[config.mk]
export PLATFORM = sky130hd
export DESIGN_NAME = id_ex_stage_flat
export DESIGN_NICKNAME = d
export VERILOG_FILES = /design/src/rtl/armv8_pkg.sv /design/src/rtl/id_ex_stage_if.sv /design/src/rtl/id_ex_stage_fwd_mux.sv /design/src/rtl/id_ex_stage.sv /design/src/flat_wrapper.sv
export SDC_FILE = /design/constraint.sdc
export NUM_CORES = 1
export LEC_CHECK = 0
export CAP_MARGIN = 20
export CORE_AREA = 2 2 222 224
export CTS_BUF_LIST = sky130_fd_sc_hd__clkbuf_8
export CTS_CLUSTER_SIZE = 14
export DETAILED_ROUTE_END_ITERATION = 6
export DIE_AREA = 0 0 224 226
export RECOVER_POWER = 25
export SYNTH_ARGS = -nofsm -noshare
export SYNTH_HDL_FRONTEND = slang
export SYNTH_HIERARCHICAL = 1
export SYNTH_SLANG_ARGS = --single-unit
[constraint.sdc]
create_clock -name clk -period 1.7 [get_ports clk]
set_input_delay 0.255 -clock clk [delete_from_list [all_inputs] [get_ports clk]]
set_output_delay 0.255 -clock clk [all_outputs]
set_load 0.02 [all_outputs]
[src/rtl/armv8_pkg.sv]
// armv8_pkg: shared definitions for the ARMv8 pipeline.
//   - datapath width and the zero-register index
//   - ALU control encodings
//   - packed ID/EX pipeline register layout
package armv8_pkg;

  localparam int         XLEN   = 64;
  localparam logic [4:0] REG_ZR = 5'd31;

  localparam logic [3:0] ALU_AND   = 4'b0000;
  localparam logic [3:0] ALU_ORR   = 4'b0001;
  localparam logic [3:0] ALU_ADD   = 4'b0010;
  localparam logic [3:0] ALU_LSL   = 4'b0011;
  localparam logic [3:0] ALU_SUB   = 4'b0110;
  localparam logic [3:0] ALU_PASSB = 4'b0111;
  localparam logic [3:0] ALU_EOR   = 4'b1001;
  localparam logic [3:0] ALU_LSR   = 4'b1011;

  // An all-zero value of this struct is a bubble.
  typedef struct packed {
    logic            valid;
    logic [4:0]      rn;
    logic [4:0]      rm;
    logic [4:0]      rd;
    logic            rn_used;
    logic            rm_used;
    logic            rd_wr;
    logic            is_load;
    logic [XLEN-1:0] rn_data;
    logic [XLEN-1:0] rm_data;
    logic [XLEN-1:0] imm;
    logic            use_imm;
    logic [3:0]      control;
  } idex_t;

endpackage

[src/rtl/id_ex_stage_if.sv]
// id_ex_if: bundle of the ID/EX stage signals.
//   slave  : view of the id_ex_stage (decode/forward inputs, EX outputs)
//   master : view of whatever drives the stage (decode logic, testbench)
interface id_ex_if #(parameter int XLEN = 64);
  logic            id_valid;
  logic [4:0]      id_rn, id_rm, id_rd;
  logic            id_rn_used, id_rm_used;
  logic            id_rd_wr, id_is_load;
  logic [XLEN-1:0] id_rn_data, id_rm_data, id_imm;
  logic            id_use_imm;
  logic [3:0]      id_alu_control;
  logic            flush;
  logic [4:0]      exmem_rd;
  logic            exmem_wr;
  logic [XLEN-1:0] exmem_data;
  logic [4:0]      memwb_rd;
  logic            memwb_wr;
  logic [XLEN-1:0] memwb_data;

  logic            id_stall;
  logic [XLEN-1:0] ex_in1, ex_in2, ex_store_data;
  logic [3:0]      ex_control;
  logic            ex_valid, ex_rd_wr, ex_is_load;
  logic [4:0]      ex_rd;

  modport slave (
    input  id_valid, id_rn, id_rm, id_rd, id_rn_used, id_rm_used, id_rd_wr,
           id_is_load, id_rn_data, id_rm_data, id_imm, id_use_imm,
           id_alu_control, flush, exmem_rd, exmem_wr, exmem_data,
           memwb_rd, memwb_wr, memwb_data,
    output id_stall, ex_in1, ex_in2, ex_store_data, ex_control, ex_valid,
           ex_rd_wr, ex_is_load, ex_rd
  );

  modport master (
    output id_valid, id_rn, id_rm, id_rd, id_rn_used, id_rm_used, id_rd_wr,
           id_is_load, id_rn_data, id_rm_data, id_imm, id_use_imm,
           id_alu_control, flush, exmem_rd, exmem_wr, exmem_data,
           memwb_rd, memwb_wr, memwb_data,
    input  id_stall, ex_in1, ex_in2, ex_store_data, ex_control, ex_valid,
           ex_rd_wr, ex_is_load, ex_rd
  );
endinterface

[src/rtl/id_ex_stage_fwd_mux.sv]
// fwd_mux: operand forwarding select for one source register.
//   src_i                     : registered source register index
//   reg_data_i                : registered register-file read data
//   exmem_{rd,wr,data}_i      : EX/MEM forward source (highest priority)
//   memwb_{rd,wr,data}_i      : MEM/WB forward source
//   data_o                    : selected operand
module fwd_mux #(
  parameter int         XLEN   = 64,
  parameter logic [4:0] REG_ZR = 5'd31
) (
  input  logic [4:0]      src_i,
  input  logic [XLEN-1:0] reg_data_i,
  input  logic [4:0]      exmem_rd_i,
  input  logic            exmem_wr_i,
  input  logic [XLEN-1:0] exmem_data_i,
  input  logic [4:0]      memwb_rd_i,
  input  logic            memwb_wr_i,
  input  logic [XLEN-1:0] memwb_data_i,
  output logic [XLEN-1:0] data_o
);

  logic src_fwd_ok;
  assign src_fwd_ok = (src_i != REG_ZR);

  always_comb begin
    data_o = reg_data_i;
    if (src_fwd_ok && exmem_wr_i && (exmem_rd_i == src_i)) begin
      data_o = exmem_data_i;
    end else if (src_fwd_ok && memwb_wr_i && (memwb_rd_i == src_i)) begin
      data_o = memwb_data_i;
    end
  end

endmodule

[src/rtl/id_ex_stage.sv]
// id_ex_stage: ID/EX pipeline register with load-use hazard detection and
// operand forwarding into the ALU.
//   clk   : rising-edge clock
//   reset : synchronous, active-high
//   bus   : id_ex_if slave - ID inputs, flush, forward sources,
//           id_stall and the ex_* ALU/EX-slot outputs
module id_ex_stage #(
  parameter int         XLEN   = 64,
  parameter logic [4:0] REG_ZR = 5'd31
) (
  input logic     clk,
  input logic     reset,
  id_ex_if.slave  bus
);
  import armv8_pkg::*;

  idex_t           idex_q, idex_d;
  logic            stall;
  logic [XLEN-1:0] fwd_rn, fwd_rm;

  // A load in EX whose result is consumed by the instruction in ID cannot
  // be forwarded in time; hold ID one cycle and send a bubble instead.
  always_comb begin
    stall = idex_q.valid && idex_q.is_load && idex_q.rd_wr &&
            (idex_q.rd != REG_ZR) && bus.id_valid &&
            ((bus.id_rn_used && (bus.id_rn == idex_q.rd)) ||
             (bus.id_rm_used && (bus.id_rm == idex_q.rd))) &&
            !bus.flush;
  end

  always_comb begin
    idex_d = '0;
    if (!bus.flush && !stall) begin
      idex_d.valid   = bus.id_valid;
      idex_d.rn      = bus.id_rn;
      idex_d.rm      = bus.id_rm;
      idex_d.rd      = bus.id_rd;
      idex_d.rn_used = bus.id_rn_used;
      idex_d.rm_used = bus.id_rm_used;
      idex_d.rd_wr   = bus.id_rd_wr & bus.id_valid;
      idex_d.is_load = bus.id_is_load & bus.id_valid;
      idex_d.rn_data = bus.id_rn_data;
      idex_d.rm_data = bus.id_rm_data;
      idex_d.imm     = bus.id_imm;
      idex_d.use_imm = bus.id_use_imm;
      idex_d.control = bus.id_alu_control;
    end
  end

  always_ff @(posedge clk) begin
    if (reset) idex_q <= '0;
    else       idex_q <= idex_d;
  end

  fwd_mux #(.XLEN(XLEN), .REG_ZR(REG_ZR)) u_fwd_rn (
    .src_i        (idex_q.rn),
    .reg_data_i   (idex_q.rn_data),
    .exmem_rd_i   (bus.exmem_rd),
    .exmem_wr_i   (bus.exmem_wr),
    .exmem_data_i (bus.exmem_data),
    .memwb_rd_i   (bus.memwb_rd),
    .memwb_wr_i   (bus.memwb_wr),
    .memwb_data_i (bus.memwb_data),
    .data_o       (fwd_rn)
  );

  fwd_mux #(.XLEN(XLEN), .REG_ZR(REG_ZR)) u_fwd_rm (
    .src_i        (idex_q.rm),
    .reg_data_i   (idex_q.rm_data),
    .exmem_rd_i   (bus.exmem_rd),
    .exmem_wr_i   (bus.exmem_wr),
    .exmem_data_i (bus.exmem_data),
    .memwb_rd_i   (bus.memwb_rd),
    .memwb_wr_i   (bus.memwb_wr),
    .memwb_data_i (bus.memwb_data),
    .data_o       (fwd_rm)
  );

  assign bus.id_stall      = stall;
  assign bus.ex_in1        = fwd_rn;
  // Shift ops carry the shift amount in the immediate; the ALU reads in2[31:0].
  assign bus.ex_in2        = idex_q.use_imm ? idex_q.imm : fwd_rm;
  assign bus.ex_store_data = fwd_rm;
  assign bus.ex_control    = idex_q.control;
  assign bus.ex_valid      = idex_q.valid;
  assign bus.ex_rd_wr      = idex_q.rd_wr;
  assign bus.ex_is_load    = idex_q.is_load;
  assign bus.ex_rd         = idex_q.rd;

endmodule
[src/flat_wrapper.sv]
// flat-port wrapper written by rule: the top's interface ports become plain ports
module id_ex_stage_flat import armv8_pkg::*;
#(
  parameter int         XLEN   = 64,
  parameter logic [4:0] REG_ZR = 5'd31
)
  (clk, reset, bus_id_valid, bus_id_rn, bus_id_rm, bus_id_rd, bus_id_rn_used, bus_id_rm_used, bus_id_rd_wr, bus_id_is_load, bus_id_rn_data, bus_id_rm_data, bus_id_imm, bus_id_use_imm, bus_id_alu_control, bus_flush, bus_exmem_rd, bus_exmem_wr, bus_exmem_data, bus_memwb_rd, bus_memwb_wr, bus_memwb_data, bus_id_stall, bus_ex_in1, bus_ex_in2, bus_ex_store_data, bus_ex_control, bus_ex_valid, bus_ex_rd_wr, bus_ex_is_load, bus_ex_rd);
  id_ex_if #(.XLEN(XLEN)) bus_i ();
  input logic clk;
  input logic reset;
  input wire logic [$bits(bus_i.id_valid)-1:0] bus_id_valid;
  input wire logic [$bits(bus_i.id_rn)-1:0] bus_id_rn;
  input wire logic [$bits(bus_i.id_rm)-1:0] bus_id_rm;
  input wire logic [$bits(bus_i.id_rd)-1:0] bus_id_rd;
  input wire logic [$bits(bus_i.id_rn_used)-1:0] bus_id_rn_used;
  input wire logic [$bits(bus_i.id_rm_used)-1:0] bus_id_rm_used;
  input wire logic [$bits(bus_i.id_rd_wr)-1:0] bus_id_rd_wr;
  input wire logic [$bits(bus_i.id_is_load)-1:0] bus_id_is_load;
  input wire logic [$bits(bus_i.id_rn_data)-1:0] bus_id_rn_data;
  input wire logic [$bits(bus_i.id_rm_data)-1:0] bus_id_rm_data;
  input wire logic [$bits(bus_i.id_imm)-1:0] bus_id_imm;
  input wire logic [$bits(bus_i.id_use_imm)-1:0] bus_id_use_imm;
  input wire logic [$bits(bus_i.id_alu_control)-1:0] bus_id_alu_control;
  input wire logic [$bits(bus_i.flush)-1:0] bus_flush;
  input wire logic [$bits(bus_i.exmem_rd)-1:0] bus_exmem_rd;
  input wire logic [$bits(bus_i.exmem_wr)-1:0] bus_exmem_wr;
  input wire logic [$bits(bus_i.exmem_data)-1:0] bus_exmem_data;
  input wire logic [$bits(bus_i.memwb_rd)-1:0] bus_memwb_rd;
  input wire logic [$bits(bus_i.memwb_wr)-1:0] bus_memwb_wr;
  input wire logic [$bits(bus_i.memwb_data)-1:0] bus_memwb_data;
  output wire logic [$bits(bus_i.id_stall)-1:0] bus_id_stall;
  output wire logic [$bits(bus_i.ex_in1)-1:0] bus_ex_in1;
  output wire logic [$bits(bus_i.ex_in2)-1:0] bus_ex_in2;
  output wire logic [$bits(bus_i.ex_store_data)-1:0] bus_ex_store_data;
  output wire logic [$bits(bus_i.ex_control)-1:0] bus_ex_control;
  output wire logic [$bits(bus_i.ex_valid)-1:0] bus_ex_valid;
  output wire logic [$bits(bus_i.ex_rd_wr)-1:0] bus_ex_rd_wr;
  output wire logic [$bits(bus_i.ex_is_load)-1:0] bus_ex_is_load;
  output wire logic [$bits(bus_i.ex_rd)-1:0] bus_ex_rd;
  assign bus_i.id_valid = bus_id_valid;
  assign bus_i.id_rn = bus_id_rn;
  assign bus_i.id_rm = bus_id_rm;
  assign bus_i.id_rd = bus_id_rd;
  assign bus_i.id_rn_used = bus_id_rn_used;
  assign bus_i.id_rm_used = bus_id_rm_used;
  assign bus_i.id_rd_wr = bus_id_rd_wr;
  assign bus_i.id_is_load = bus_id_is_load;
  assign bus_i.id_rn_data = bus_id_rn_data;
  assign bus_i.id_rm_data = bus_id_rm_data;
  assign bus_i.id_imm = bus_id_imm;
  assign bus_i.id_use_imm = bus_id_use_imm;
  assign bus_i.id_alu_control = bus_id_alu_control;
  assign bus_i.flush = bus_flush;
  assign bus_i.exmem_rd = bus_exmem_rd;
  assign bus_i.exmem_wr = bus_exmem_wr;
  assign bus_i.exmem_data = bus_exmem_data;
  assign bus_i.memwb_rd = bus_memwb_rd;
  assign bus_i.memwb_wr = bus_memwb_wr;
  assign bus_i.memwb_data = bus_memwb_data;
  assign bus_id_stall = bus_i.id_stall;
  assign bus_ex_in1 = bus_i.ex_in1;
  assign bus_ex_in2 = bus_i.ex_in2;
  assign bus_ex_store_data = bus_i.ex_store_data;
  assign bus_ex_control = bus_i.ex_control;
  assign bus_ex_valid = bus_i.ex_valid;
  assign bus_ex_rd_wr = bus_i.ex_rd_wr;
  assign bus_ex_is_load = bus_i.ex_is_load;
  assign bus_ex_rd = bus_i.ex_rd;
  id_ex_stage #(.XLEN(XLEN), .REG_ZR(REG_ZR)) u_core (.clk(clk), .reset(reset), .bus(bus_i));
endmodule
==> run_results.csv <==
group,metric,value,unit
detailed_routing,wl_met1,30.5,mm
setup_path,arrival,2.75,ns
detailed_routing,remaining_drc_errors,0,
clock_tree,htreeDepth,2,
synth,syn-num-nets,1818,
clock_tree,cts_root_buf,"clkbuf_8",
timing,setup_violations,420,
timing,tightest_slew,0.603,ns
timing,post-route-period-util,177,%
floorplanning,dieArea,50600,um^2
detailed_routing,wl_met2,36.6,mm
grt,gr-total-overflow,0,
clock_tree,clk_pin_slew_worst_paths,0.06,ns
setup_path,critPathCaptureType,"output pin",
synth,seq_area_frac_synth,38.1,%
floorplanning,rows,81,
floorplanning,core_area,48300,um^2
synth,avgSynthCellArea,7.74,um^2
detailed_routing,highest_layer,"met5",
timing,hold_viol,0,
synth,ys_warn_count,6,
setup_path,cp_data_required_time,1.44,ns
worst_hold_path,hold_path_class,"input pin to flip-flop",
power_and_ir_drop,p_total,16.9,mW
detailed_routing,wl_per_cell,26.3,um
synth,ys_seq_elements,215,
outcome,violations,"negative setup slack",
clock_tree,ctsLongestPathBuffers,3,
synth,netlist_instances,1458,
setup_path,rr_worst_depth,6,
place,port_buffers,564,
synth,synth_ff_type,"dfxtp_1",
place,placed_cells,2754,
floorplanning,die_width,224,um
detailed_routing,ant_nets,0,
cells_and_area,fin_nets,2668,
timing,rsz0062_at_grt,"yes",
floorplanning,die_h,226,um
power_and_ir_drop,power_density,646,nW/um^2
cells_and_area,final_cells,2969,
timing,final.setup.worst_slack,-1.30,ns
cells_and_area,syn2layout_area_growth,132,%
clock_tree,clk_latency,0.62,ns
grt,antenna_found_initial,11,
setup_path,cp_max_fo,7,
clock_tree,cts-buffers-inserted,44,
outcome,status,"finished with violations",
place,hpwlAfterDp,46.5,mm
detailed_routing,firstDrtPassIters,6,
power_and_ir_drop,irDropWorstVdd,458,uV
flow_run,max_cap_viol_count,0,
timing,hold_ws,0.154,ns
setup_path,worst_r2r_startpoint,"u_core/bus.ex_rd[4]",
setup_path,cp-endpoint,"bus_ex_in2[54]",
setup_path,cp_slowest_cell,"dfxtp_4",
clock_tree,cts_num_sinks,215,
cells_and_area,ff_latch_area,4350,um^2
cells_and_area,drive_above_1_share,46.5,%
detailed_routing,drt_wl_total,78.2,mm
power_and_ir_drop,p_leak,10.0,nW
cells_and_area,multi_input_area,9310,um^2
grt,grt_pass1_vias,15900,
detailed_routing,routed_via_density,5.26,
setup_path,worst-path-buf-inv,7,
synth,async_flop_share,0,%
timing,max_clock_freq,333,MHz
synth,synth_cell_types,31,
floorplanning,start_util,23.3,%
setup_path,path_depth,12,
cells_and_area,fillers,4169,
setup_path,r2r_slack,-0.21,ns
clock_tree,postCtsHoldBufs,0,
detailed_routing,initialDrtViolationCount,1145,
timing,slew_headroom,59.8,%
detailed_routing,dr_total_vias,15600,
detailed_routing,wl_met3,7.22,mm
synth,syn_area,11300,um^2
timing,maxSlewViolCount,0,
place,gp_congestion,0.890,
clock_tree,tritoncts,"done",
setup_path,path_cells,"buf_6 -> xnor2_2 -> buf_4 -> nand4_4 -> buf_12 -> buf_12 -> buf_16 -> buf_8 -> o21ai_4 -> a31oi_4 -> mux2_4 -> buf_6",
setup_path,worstReg2RegEnd,"u_core/idex_q[157]",
grt,grt_usage,28.0,%
grt,grt_max_degree,110,
setup_path,worstSetupPathType,"flip-flop to output pin",
timing,fin_crit,3.00,ns
setup_path,worstSetupStartpointType,"flip-flop",
synth,synth-edff-count,0,
setup_path,crit_family,"buffers and inverters",
setup_path,cp-startpoint,"u_core/idex_q[208]",
timing,worst_clock_skew,0.0302,ns
grt,grt_pass1_wl,104,mm
floorplanning,io_pins,565,
setup_path,critPathMaxStageDelay,0.37,ns
[cells in the mapped netlist, types with 10 or more instances]
cell type,count,share of area (%)
dfxtp_1,215,38
nand2_1,215,7.2
a21oi_1,213,9.4
a31oi_1,128,7.1
nand3_1,128,5.7
nor3_1,128,5.7
o21ai_0,118,5.2
mux2_2,64,6.4
buf_4,55,3.7
clkbuf_1,46,1.5
buf_2,40,1.8
xnor2_1,28,2.2
buf_6,22,2.2
clkbuf_2,10,0.44
o21ai_1,10,0.44
[placed cells by master (no fill, tap or decap), types with 16 or more instances in the layout]
cell type	count
nor3_2	48
o21ai_0	50
buf_4	266
buf_12	68
inv_1	16
nor3_1	61
mux2_4	63
o21ai_4	50
nand3_2	26
nand2_1	215
nor3_4	19
nand3_4	26
clkdlybuf4s50_1	371
dfxtp_1	202
buf_16	26
buf_6	202
nand3_1	76
clkbuf_8	56
a31oi_2	50
a21oi_1	213
a31oi_4	77
[kinds of logic (layout without fill, tap and decap cells)]
kind of cell              Yosys count  count (layout)  synth area share (%)
buffers and inverters             183            1068                  9.93
DFF                               215             215                  38.1
AOI/OAI and AO/OA                 479             479                  23.4
other                               0               4                     0
xor gates and xnor gates           30              30                  2.46
and+or+nand+nor                   487             487                  19.7
muxes                              64              64                  6.39
[cell type report]
type | count | area share (%)
clock inverters | 25 | 0.818
diodes | 4 | 0.0383
well taps | 622 | 2.98
repair buffers | 983 | 40.9
flip-flops and latches | 215 | 16.6
multi-input cells | 1060 | 35.6
inverters | 4 | 0.0670
clock buffers | 56 | 2.95
[worst min-delay path by stage]
stage,from,to,slack [ns],cells after the start
3_5_place_dp,bus_id_imm[56],u_core/idex_q[61],0.79,3
3_3_place_gp,bus_id_alu_control[2],u_core/bus.ex_control[2],0.79,3
4_1_cts,bus_id_imm[34],u_core/idex_q[39],0.11,3
2_1_floorplan,bus_id_rm[1],u_core/idex_q[207],0.36,2
6_report,bus_id_rn_data[63],u_core/idex_q[196],0.15,3
5_1_grt,bus_id_rm_data[3],u_core/idex_q[72],0.14,3
[layer usage]
layer | track usage (%) | up-vias
met2 | 47.0 | 909
met3 | 7.83 | 207
met1 | 33.5 | 7509
li1 | - | 6968
met5 | 0 | -
met4 | 12.2 | 12
[report_power, final]
group / switching [mW] / internal, mW
clock network: 2.64 / 3.57
logic: 2.54 / 2.80
registers: 0.112 / 5.24
[state kept, by name, summed over array words and instances, names as in the netlist]
| signal | count |
|---|---|
| u_core/bus.ex_valid | 1 |
| u_core/bus.ex_is_load | 1 |
| u_core/idex_q | 203 |
| u_core/bus.ex_control | 4 |
| u_core/bus.ex_rd | 5 |
| u_core/bus.ex_rd_wr | 1 |
[worst reg2reg max path, delay by kind of cell (launching register included)]
kind,cells,cell delay [ns]
buffers and inverters,2,0.60
flip-flops,1,0.37
AO/OA/AOI/OAI,2,0.37
XOR/XNOR,1,0.22
AND/OR/NAND/NOR,1,0.18
[through the flow]
| stage | setup TNS, ns | utilization (%) | setup slack, ns | instance area [um^2] |
|---|---|---|---|---|
| after floorplan | -11.99 | - | -0.217 | 13000 |
| after global placement | -345.67 | 43.4 | -1.38 | 21000 |
| after detailed placement | -355.70 | 43.4 | -1.45 | 21000 |
| after CTS | -277.04 | 50.8 | -1.35 | 24600 |
| after global routing | -275.74 | 54.1 | -1.40 | 26200 |
| final | -238.68 | 54.1 | -1.30 | 26200 |
[repair_timing]
item                                    4_1_cts  5_1_grt
cloned                                       28       12
buffers inserted                             58       51
endpoints found under the setup margin      420      420
pin swaps                                    58       66
resized for setup                          1100      405
hold endpoints to repair                      0        0
Note: power is estimated with default switching activity, not from simulation.
